File: src/rtl/tt_sweeper_if.sv
// Bus between the truth-table sweeper and its environment: control
// handshake in, FUT stimulus out, FUT response in, results out.
interface tt_sweeper_if #(
  parameter int N_IN = 3
);
  localparam int L = 1 << N_IN;

  logic              start;
  logic              abort;
  logic              f_in;
  logic [N_IN-1:0]   stim;
  logic              busy;
  logic              done;
  logic [L-1:0]      table_out;
  logic [N_IN:0]     err_count;
  logic [N_IN-1:0]   first_err_idx;
  logic              pass;

  // Environment side: issues commands, closes the loop through the FUT.
  modport master (
    output start, abort, f_in,
    input  stim, busy, done, table_out, err_count, first_err_idx, pass
  );

  // Sweeper side.
  modport slave (
    input  start, abort, f_in,
    output stim, busy, done, table_out, err_count, first_err_idx, pass
  );
endinterface

File: src/rtl/tt_sweeper.sv
// Sequential truth-table sweeper. Walks stim through 0..L-1, lets the
// FUT settle for SETTLE cycles per vector, samples f_in into table_out
// and scores the captured table against EXPECTED on the fly.
module tt_sweeper #(
  parameter int                      N_IN     = 3,
  parameter int                      SETTLE   = 1,
  parameter logic [(1<<N_IN)-1:0]    EXPECTED = 8'hD7
) (
  input  logic        clk,
  input  logic        rst_n,
  tt_sweeper_if.slave bus
);

  localparam int L  = 1 << N_IN;
  localparam int CW = (SETTLE > 1) ? $clog2(SETTLE) : 1;

  localparam logic [CW-1:0]   CNT_INIT = (SETTLE > 0) ? CW'(SETTLE - 1) : '0;
  localparam logic [CW-1:0]   CNT_ONE  = 1;
  localparam logic [N_IN-1:0] IDX_ONE  = 1;
  localparam logic [N_IN-1:0] IDX_LAST = '1;
  localparam logic [N_IN:0]   ERR_ONE  = 1;

  typedef enum logic [1:0] {
    S_IDLE,
    S_SETTLE,
    S_SAMPLE,
    S_DONE
  } state_t;

  state_t            state_q,  state_d;
  logic [CW-1:0]     cnt_q,    cnt_d;
  // stim doubles as the sweep index: it equals idx during a sweep and is 0 otherwise.
  logic [N_IN-1:0]   stim_q,   stim_d;
  logic              busy_q,   busy_d;
  logic              done_q,   done_d;
  logic [L-1:0]      table_q,  table_d;
  logic [N_IN:0]     errc_q,   errc_d;
  logic [N_IN-1:0]   ferr_q,   ferr_d;
  logic              pass_q,   pass_d;
  logic              mism;

  // State and result registers; synchronous reset discards any partial sweep.
  always_ff @(posedge clk) begin
    if (!rst_n) begin
      state_q <= S_IDLE;
      cnt_q   <= '0;
      stim_q  <= '0;
      busy_q  <= 1'b0;
      done_q  <= 1'b0;
      table_q <= '0;
      errc_q  <= '0;
      ferr_q  <= '0;
      pass_q  <= 1'b0;
    end else begin
      state_q <= state_d;
      cnt_q   <= cnt_d;
      stim_q  <= stim_d;
      busy_q  <= busy_d;
      done_q  <= done_d;
      table_q <= table_d;
      errc_q  <= errc_d;
      ferr_q  <= ferr_d;
      pass_q  <= pass_d;
    end
  end

  // Next-state and next-output logic; every output is computed one cycle
  // ahead so the ports come straight from flops.
  always_comb begin
    state_d = state_q;
    cnt_d   = cnt_q;
    stim_d  = stim_q;
    busy_d  = busy_q;
    done_d  = 1'b0;
    table_d = table_q;
    errc_d  = errc_q;
    ferr_d  = ferr_q;
    pass_d  = pass_q;
    mism    = 1'b0;

    if (bus.abort && (state_q == S_SETTLE || state_q == S_SAMPLE)) begin
      // Cancelled sweep leaves nothing behind that could be mistaken for a result.
      state_d = S_IDLE;
      cnt_d   = '0;
      stim_d  = '0;
      busy_d  = 1'b0;
      table_d = '0;
      errc_d  = '0;
      ferr_d  = '0;
      pass_d  = 1'b0;
    end else begin
      case (state_q)
        S_IDLE: begin
          if (bus.start) begin
            table_d = '0;
            errc_d  = '0;
            ferr_d  = '0;
            pass_d  = 1'b0;
            stim_d  = '0;
            busy_d  = 1'b1;
            if (SETTLE == 0) begin
              state_d = S_SAMPLE;
            end else begin
              state_d = S_SETTLE;
              cnt_d   = CNT_INIT;
            end
          end
        end

        S_SETTLE: begin
          if (cnt_q == '0) state_d = S_SAMPLE;
          else             cnt_d   = cnt_q - CNT_ONE;
        end

        S_SAMPLE: begin
          table_d[stim_q] = bus.f_in;
          mism            = (bus.f_in != EXPECTED[stim_q]);
          if (mism) begin
            errc_d = errc_q + ERR_ONE;
            // Only the lowest failing vector is kept; sweep order is ascending.
            if (errc_q == '0) ferr_d = stim_q;
          end
          if (stim_q == IDX_LAST) begin
            state_d = S_DONE;
            stim_d  = '0;
            busy_d  = 1'b0;
            done_d  = 1'b1;
            pass_d  = (errc_d == '0);
          end else begin
            stim_d = stim_q + IDX_ONE;
            if (SETTLE == 0) begin
              state_d = S_SAMPLE;
            end else begin
              state_d = S_SETTLE;
              cnt_d   = CNT_INIT;
            end
          end
        end

        S_DONE: begin
          // One-cycle pause so start held high cannot be taken during the pulse.
          state_d = S_IDLE;
        end

        default: begin
          state_d = S_IDLE;
        end
      endcase
    end
  end

  assign bus.stim          = stim_q;
  assign bus.busy          = busy_q;
  assign bus.done          = done_q;
  assign bus.table_out     = table_q;
  assign bus.err_count     = errc_q;
  assign bus.first_err_idx = ferr_q;
  assign bus.pass          = pass_q;

endmodule
File: src/flat_wrapper.sv
// flat-port wrapper written by rule: the top's interface ports become plain ports
module tt_sweeper_flat 
#(
  parameter int                      N_IN     = 3,
  parameter int                      SETTLE   = 1,
  parameter logic [(1<<N_IN)-1:0]    EXPECTED = 8'hD7
)
  (clk, rst_n, bus_start, bus_abort, bus_f_in, bus_stim, bus_busy, bus_done, bus_table_out, bus_err_count, bus_first_err_idx, bus_pass);
  tt_sweeper_if #(.N_IN(N_IN)) bus_i ();
  input  logic clk;
  input  logic rst_n;
  input wire logic [$bits(bus_i.start)-1:0] bus_start;
  input wire logic [$bits(bus_i.abort)-1:0] bus_abort;
  input wire logic [$bits(bus_i.f_in)-1:0] bus_f_in;
  output wire logic [$bits(bus_i.stim)-1:0] bus_stim;
  output wire logic [$bits(bus_i.busy)-1:0] bus_busy;
  output wire logic [$bits(bus_i.done)-1:0] bus_done;
  output wire logic [$bits(bus_i.table_out)-1:0] bus_table_out;
  output wire logic [$bits(bus_i.err_count)-1:0] bus_err_count;
  output wire logic [$bits(bus_i.first_err_idx)-1:0] bus_first_err_idx;
  output wire logic [$bits(bus_i.pass)-1:0] bus_pass;
  assign bus_i.start = bus_start;
  assign bus_i.abort = bus_abort;
  assign bus_i.f_in = bus_f_in;
  assign bus_stim = bus_i.stim;
  assign bus_busy = bus_i.busy;
  assign bus_done = bus_i.done;
  assign bus_table_out = bus_i.table_out;
  assign bus_err_count = bus_i.err_count;
  assign bus_first_err_idx = bus_i.first_err_idx;
  assign bus_pass = bus_i.pass;
  tt_sweeper #(.N_IN(N_IN), .SETTLE(SETTLE), .EXPECTED(EXPECTED)) u_core (.clk(clk), .rst_n(rst_n), .bus(bus_i));
endmodule
File: config.mk
export PLATFORM = sky130hd
export DESIGN_NAME = tt_sweeper_flat
export DESIGN_NICKNAME = d
export VERILOG_FILES = /design/src/rtl/tt_sweeper_if.sv /design/src/rtl/tt_sweeper.sv /design/src/flat_wrapper.sv
export SDC_FILE = /design/constraint.sdc
export NUM_CORES = 1
export LEC_CHECK = 0
export ABC_CLOCK_PERIOD_IN_PS = 4300
export CORE_ASPECT_RATIO = 0.7
export CORE_MARGIN = 2
export CORE_UTILIZATION = 50
export CTS_CLUSTER_DIAMETER = 80
export DETAILED_ROUTE_END_ITERATION = 12
export PLACE_DENSITY_LB_ADDON = 0.05
export SKIP_LAST_GASP = 1
export SLEW_MARGIN = 20
export SYNTH_ARGS = -nofsm -noshare
export SYNTH_HDL_FRONTEND = slang
export SYNTH_SLANG_ARGS = --single-unit
File: constraint.sdc
create_clock -name clk -period 4.3 [get_ports clk]
set_input_delay 1.075 -clock clk [delete_from_list [all_inputs] [get_ports clk]]
set_output_delay 1.075 -clock clk [all_outputs]
set_load 0.02 [all_outputs]
# Yosys cells after proc, flatten, opt, wreduce, memory -nomap -nowiden

Memories as Yosys holds them, arrays and structs flattened. A register that Yosys moved wholly into a read port is not among the register bits.
Cells that the tools add are included.

Flip-flop bits (word level): 24
Latch bits: 0
Memory bits (writable): 0
Memory bits (read-only): 8
Memories kept: 1

Memories:

| name             | depth | bits a word | rd ports | clocked after memory_dff | wr ports | line              | text |
|---|---|---|---|---|---|---|---|
| (name not given) | 8     | 1           | 1        | 1                        | 0        | tt_sweeper.sv:117 | `mism = (bus.f_in != EXPECTED[stim_q]);` |

Add/subtract/negate cells: 3
Multiply operators: 0
Div/mod/pow operators: 0
Magnitude comparators: 2
Equality and inequality tests: 11
Shift operators: 0
Muxes and demuxes: 33
Bitwise operators: 2
Reduce and logical (&&, ||, !) cells: 15

Operators with widths:

| kind                                                                   | count |
|---|---|
| 3-bit 2-to-1 mux                                                       | 6 |
| 4-bit 2-to-1 mux                                                       | 4 |
| 8-bit case mux with 2 select lines                                     | 1 |
| 2-bit != test (second input constant)                                  | 6 |
| 3-bit case mux with 2 select lines                                     | 2 |
| 1-bit 2-to-1 mux                                                       | 9 |
| 8-bit bitwise mux                                                      | 1 |
| 4-bit logical NOT                                                      | 2 |
| 8-bit 2-to-1 mux                                                       | 1 |
| 2-bit case mux with 4 select lines                                     | 1 |
| 4-bit case mux with 2 select lines                                     | 1 |
| 2-bit 2-to-1 mux                                                       | 3 |
| 3-bit AND reduction                                                    | 2 |
| 4-bit by 1-bit adder with 4-bit output (second input constant)         | 1 |
| 2-bit equality test (second input constant)                            | 2 |
| 3-bit by 4-bit < comparator with 1-bit output (second input constant)  | 1 |
| 1-bit case mux with 2 select lines                                     | 2 |
| 2-bit AND reduction                                                    | 2 |
| 4-bit AND reduction                                                    | 1 |
| 3-bit by 1-bit adder with 3-bit output (second input constant)         | 1 |
| 1-bit demux with 3-bit select                                          | 1 |
| 3-bit equality test (second input constant)                            | 1 |
| 3-bit by 1-bit >= comparator with 1-bit output (second input constant) | 1 |
| 1-bit case mux with 3 select lines                                     | 1 |
| other kinds (11)                                                       | 13 |

# Longest topological paths before layout

Word-level depth: 9
Gate-level depth with buffers: 8
Mapped depth without buffers: 6

# Worst setup path after synthesis

OpenSTA, ideal clock, no wires.

Kind: input -> register
Start: input port bus_f_in
End: register u_core.errc_q[1] (netlist: u_core.bus.err_count[1])
Library setup time: 74 ps
Data arrival time: 1921 ps
Path slack: 2305 ps
Stages on the path: 6
Buffers on the path: 2
Cell sequence: buf_6 > xor2_1 > buf_2 > nand3_1 > a21o_2 > a31oi_1

Word-level cells in the longest chain between the ends: 5

Ends and longest elaborated chain:

| element                            | line               | text |
|---|---|---|
| start, declared                    | flat_wrapper.sv:14 | `input wire logic [$bits(bus_i.f_in)-1:0] bus_f_in;` |
| 1-bit != test                      | tt_sweeper.sv:117  |  |
| 4-bit 2-to-1 mux                   | tt_sweeper.sv:118  | `if (mism) begin` |
| 4-bit 2-to-1 mux                   | tt_sweeper.sv:92   | `case (state_q)` |
| 4-bit 2-to-1 mux                   | tt_sweeper.sv:81   | `if (bus.abort && (state_q == S_SETTLE \|\| state_q == S_SAMPLE)) begin` |
| 4-bit case mux with 2 select lines | tt_sweeper.sv:92   |  |
| end signal, assigned               | tt_sweeper.sv:61   | `errc_q <= errc_d;` |
| end, declared                      | tt_sweeper.sv:37   | `logic [N_IN:0] errc_q, errc_d;` |

No other way between the ends. The select of a mux whose other input is x is not followed.
A chain may end at the register's enable or synchronous reset.

# Final worst setup path

Start: input port bus_f_in
End: register u_core.ferr_q[1] (netlist: u_core.bus.first_err_idx[1])

Word-level cells in the longest chain between the ends: 3

Ends and longest elaborated chain:

| element                       | line              | text |
|---|---|---|
| 1-bit != test                 | tt_sweeper.sv:117 |  |
| 2-bit != test (no line)       | n/a               |  |
| 4-bit AND reduction (no line) | n/a               |  |
| end signal, assigned          | tt_sweeper.sv:62  | `ferr_q <= ferr_d;` |
| end, declared                 | tt_sweeper.sv:38  | `logic [N_IN-1:0] ferr_q, ferr_d;` |

No other way between the ends.

==> results_dict.tcl <==
set metrics [dict create \
    routabilityCongestion 0.815 \
    clock_sinks 24 \
    clk_latency_ns 0.27 \
    postCtsSetupBuffers 0 \
    seqPwrFrac_pct 37.6 \
    hold_ws_ns 0.468 \
    antenna_left 0 \
    fmax_ghz 0.356 \
    synth_ff_type "dfxtp_1" \
    synthCells 150 \
    wirelength_mm 3.14 \
    die_h_um 46.6 \
    cp-end-kind "register" \
    ys_seq_elements 24 \
    p_leak_nw 0.518 \
    crit_family "XOR/XNOR gates" \
    min_path_type "reg -> reg" \
    drive_above_1_share_pct 5.92 \
    p_clk_share_pct 28.2 \
    crit_path_max_incr_delay_ns 0.68 \
    slew_violations 0 \
    synth_area_leaders "dfxtp_1, ha_1, buf_6" \
    p_sw_mw 0.257 \
    rsz0062_at_grt "false" \
    multi_input_area_sq_um 697 \
    grt-ovfl-total 0 \
    setup_ws_ns 1.49 \
    power_density_nw_per_um2 450 \
    track_usage_pct 21.8 \
    fin_worst_skew_ns 0.0120 \
    io_buffer_count 25 \
    cts_resized 0 \
    fillers 216 \
    antennaDiodeCount 0 \
    required_ns 4.51 \
    path_clk_slew_ns 0.09 \
    num-nets-final 181 \
    peakVddDrop_v 0.000323 \
    htreeDepth 1 \
    pin_count 26 \
    root_buffer "clkbuf_8" \
    regArea_sq_um 480 \
    vias 1176 \
    worstPathMaxFanout 12 \
    fin_util_pct 63.6 \
    worst_setup_path_start_kind "input port" \
    grt_pass1_vias 1043 \
    yosysTopAreaCell "dfxtp_1" \
    core-area_sq_um 2460 \
    initial_utilization_pct 52.8 \
    critPathBufInv 1 \
    synthesis.area_sq_um 1300 \
    fin_crit_sh_pct 65.3 \
    syn_avg_cell_area_sq_um 8.65 \
    hpwlAfterDp_mm 2.20 \
    combPwrFrac_pct 34.2 \
    setup_viol 0 \
    asyncSetResetFlopFracSynth_pct 0 \
    status "completed" \
    cap_viol_max_count 0 \
    cts_inserted_buffers 3 \
    cts_tree "done" \
    row_count 15 \
    switching_share_pct 36.6 \
    yosysTopAreaCellShare_pct 37.0 \
    dieArea_sq_um 3020 \
    die_x_um 64.9 \
    synth_commonest_cells "dfxtp_1, nand2_1, nor2_1, nand3_1, a21oi_1" \
    hold_violations 0 \
    intPower_mw 0.446 \
    grt_max_degree 20 \
    routedWlPerCell_um 15.4 \
    dr.pass1.iters 4 \
    drt_iter0_drc 77 \
    cpMaxStageDelayCell "xor2_1" \
    antenna_found_initial 0 \
    yosysWarnings 0 \
    clockBufferDepth 2 \
    areaGrowthSynthToFinish_pct 20.5 \
    synth-edff-count 0 \
    relSlewSlack_pct 44.4 \
    ys_types 39 \
    grt_pass1_wl_mm 4.89 \
    drcViolationCount 0 \
    pre_cts_slack_ns 1.25 \
    synth_seq_area_share_pct 37.0 \
    tns_ns 0 \
    cts_hold_buffers 0 \
    cp.arrival_ns 3.02 \
    synthesis.nets 161 \
    power_mw 0.704 \
    via_per_inst 5.79 \
    crit_chain "clkdlybuf4s50_1 -> xor2_1 -> and4_1 -> nand3_1 -> a21oi_1" \
    fin_crit_ns 2.81 \
    yosysMostFrequentCell "dfxtp_1" \
    tightest_slew_ns 0.810 \
    critPathKind "in -> reg" \
]
[logic make-up (layout without fill, tap and decap cells)]
| logic type | after synthesis | count (layout) | synth area share, % |
|---|---|---|---|
| simple gates | 64 | 64 | 25.1 |
| flops | 24 | 24 | 37.0 |
| compound gates | 30 | 30 | 15.0 |
| fa+ha+maj | 6 | 6 | 5.79 |
| buf+inv | 16 | 35 | 9.26 |
| xor+xnor | 2 | 2 | 1.35 |
| mux | 8 | 8 | 6.46 |
[registers in the layout, indices dropped and copies added (netlist names), named ones only]
name	flops
u_core.bus.err_count	4
u_core.bus.first_err_idx	3
u_core.bus.done	1
u_core.bus.pass	1
u_core.bus.busy	1
u_core.bus.stim	3
u_core.state_q	2
u_core.bus.table_out	8
[path summary, 6_finish.rpt]
check	from	cells past startpoint	endpoint	slack (ns)
setup / recovery	bus_f_in	5	u_core.bus.first_err_idx[1]	1.49
hold / removal	u_core.bus.busy	2	u_core.bus.busy	0.47
setup reg to reg	u_core.state_q[0]	6	register	1.99
hold reg to reg	u_core.bus.busy	2	u_core.bus.busy	0.47
[placed cells by master (no fill, tap or decap), types with 3 or more instances in the layout]
master	netlist	final
clkdlybuf4s50_1	0	25
dfxtp_1	24	24
nand2_1	16	16
nor2_1	14	14
nand3_1	10	10
a21oi_1	9	9
inv_1	6	6
o21ai_0	6	6
ha_1	6	6
mux2i_1	5	5
nand4_1	5	5
nor3_1	4	4
mux2_2	3	3
a31oi_1	3	3
a311oi_1	3	3
clkbuf_8	1	3
[routing by layer]
layer | global-route usage [%] | share of wire (%)
met4 | 5.96 | 0.92
met5 | 0 | 0
met3 | 7.09 | 6.7
met1 | 27.7 | 47
met2 | 36.3 | 45
[worst reg2reg max path, cell delays in order (launching register included)]
cell,delay [ns]
dfxtp_1,0.38
inv_1,0.08
ha_1,0.39
mux2i_1,0.70
a32oi_1,0.19
or3_1,0.42
nand3_1,0.10
[cell type report]
cell class | count | share of cell area (%)
Clock buffer | 3 | 2.64
Clock inverter | 1 | 1.92
Inverter | 6 | 1.44
Multi-Input combinational cell | 110 | 44.6
Sequential cell | 24 | 30.7
Tap cell | 34 | 2.72
Timing Repair Buffer | 25 | 16.0
[power by group through the flow]
stage               clock network, mW  logic [mW]  registers (mW)
finish                          0.198       0.241           0.264
floorplan                           0       0.202           0.270
global route                    0.210       0.263           0.267
detailed placement                  0       0.238           0.270
CTS                             0.202       0.239           0.265
global placement                    0       0.227           0.267
[through the flow]
stage | instances | cell area (sq um)
3_3_place_gp | 199 | 1490
3_5_place_dp | 199 | 1490
6_report | 203 | 1560
4_1_cts | 203 | 1560
2_1_floorplan | 150 | 1300
5_1_grt | 203 | 1560
(Power assumes the default switching activity.)
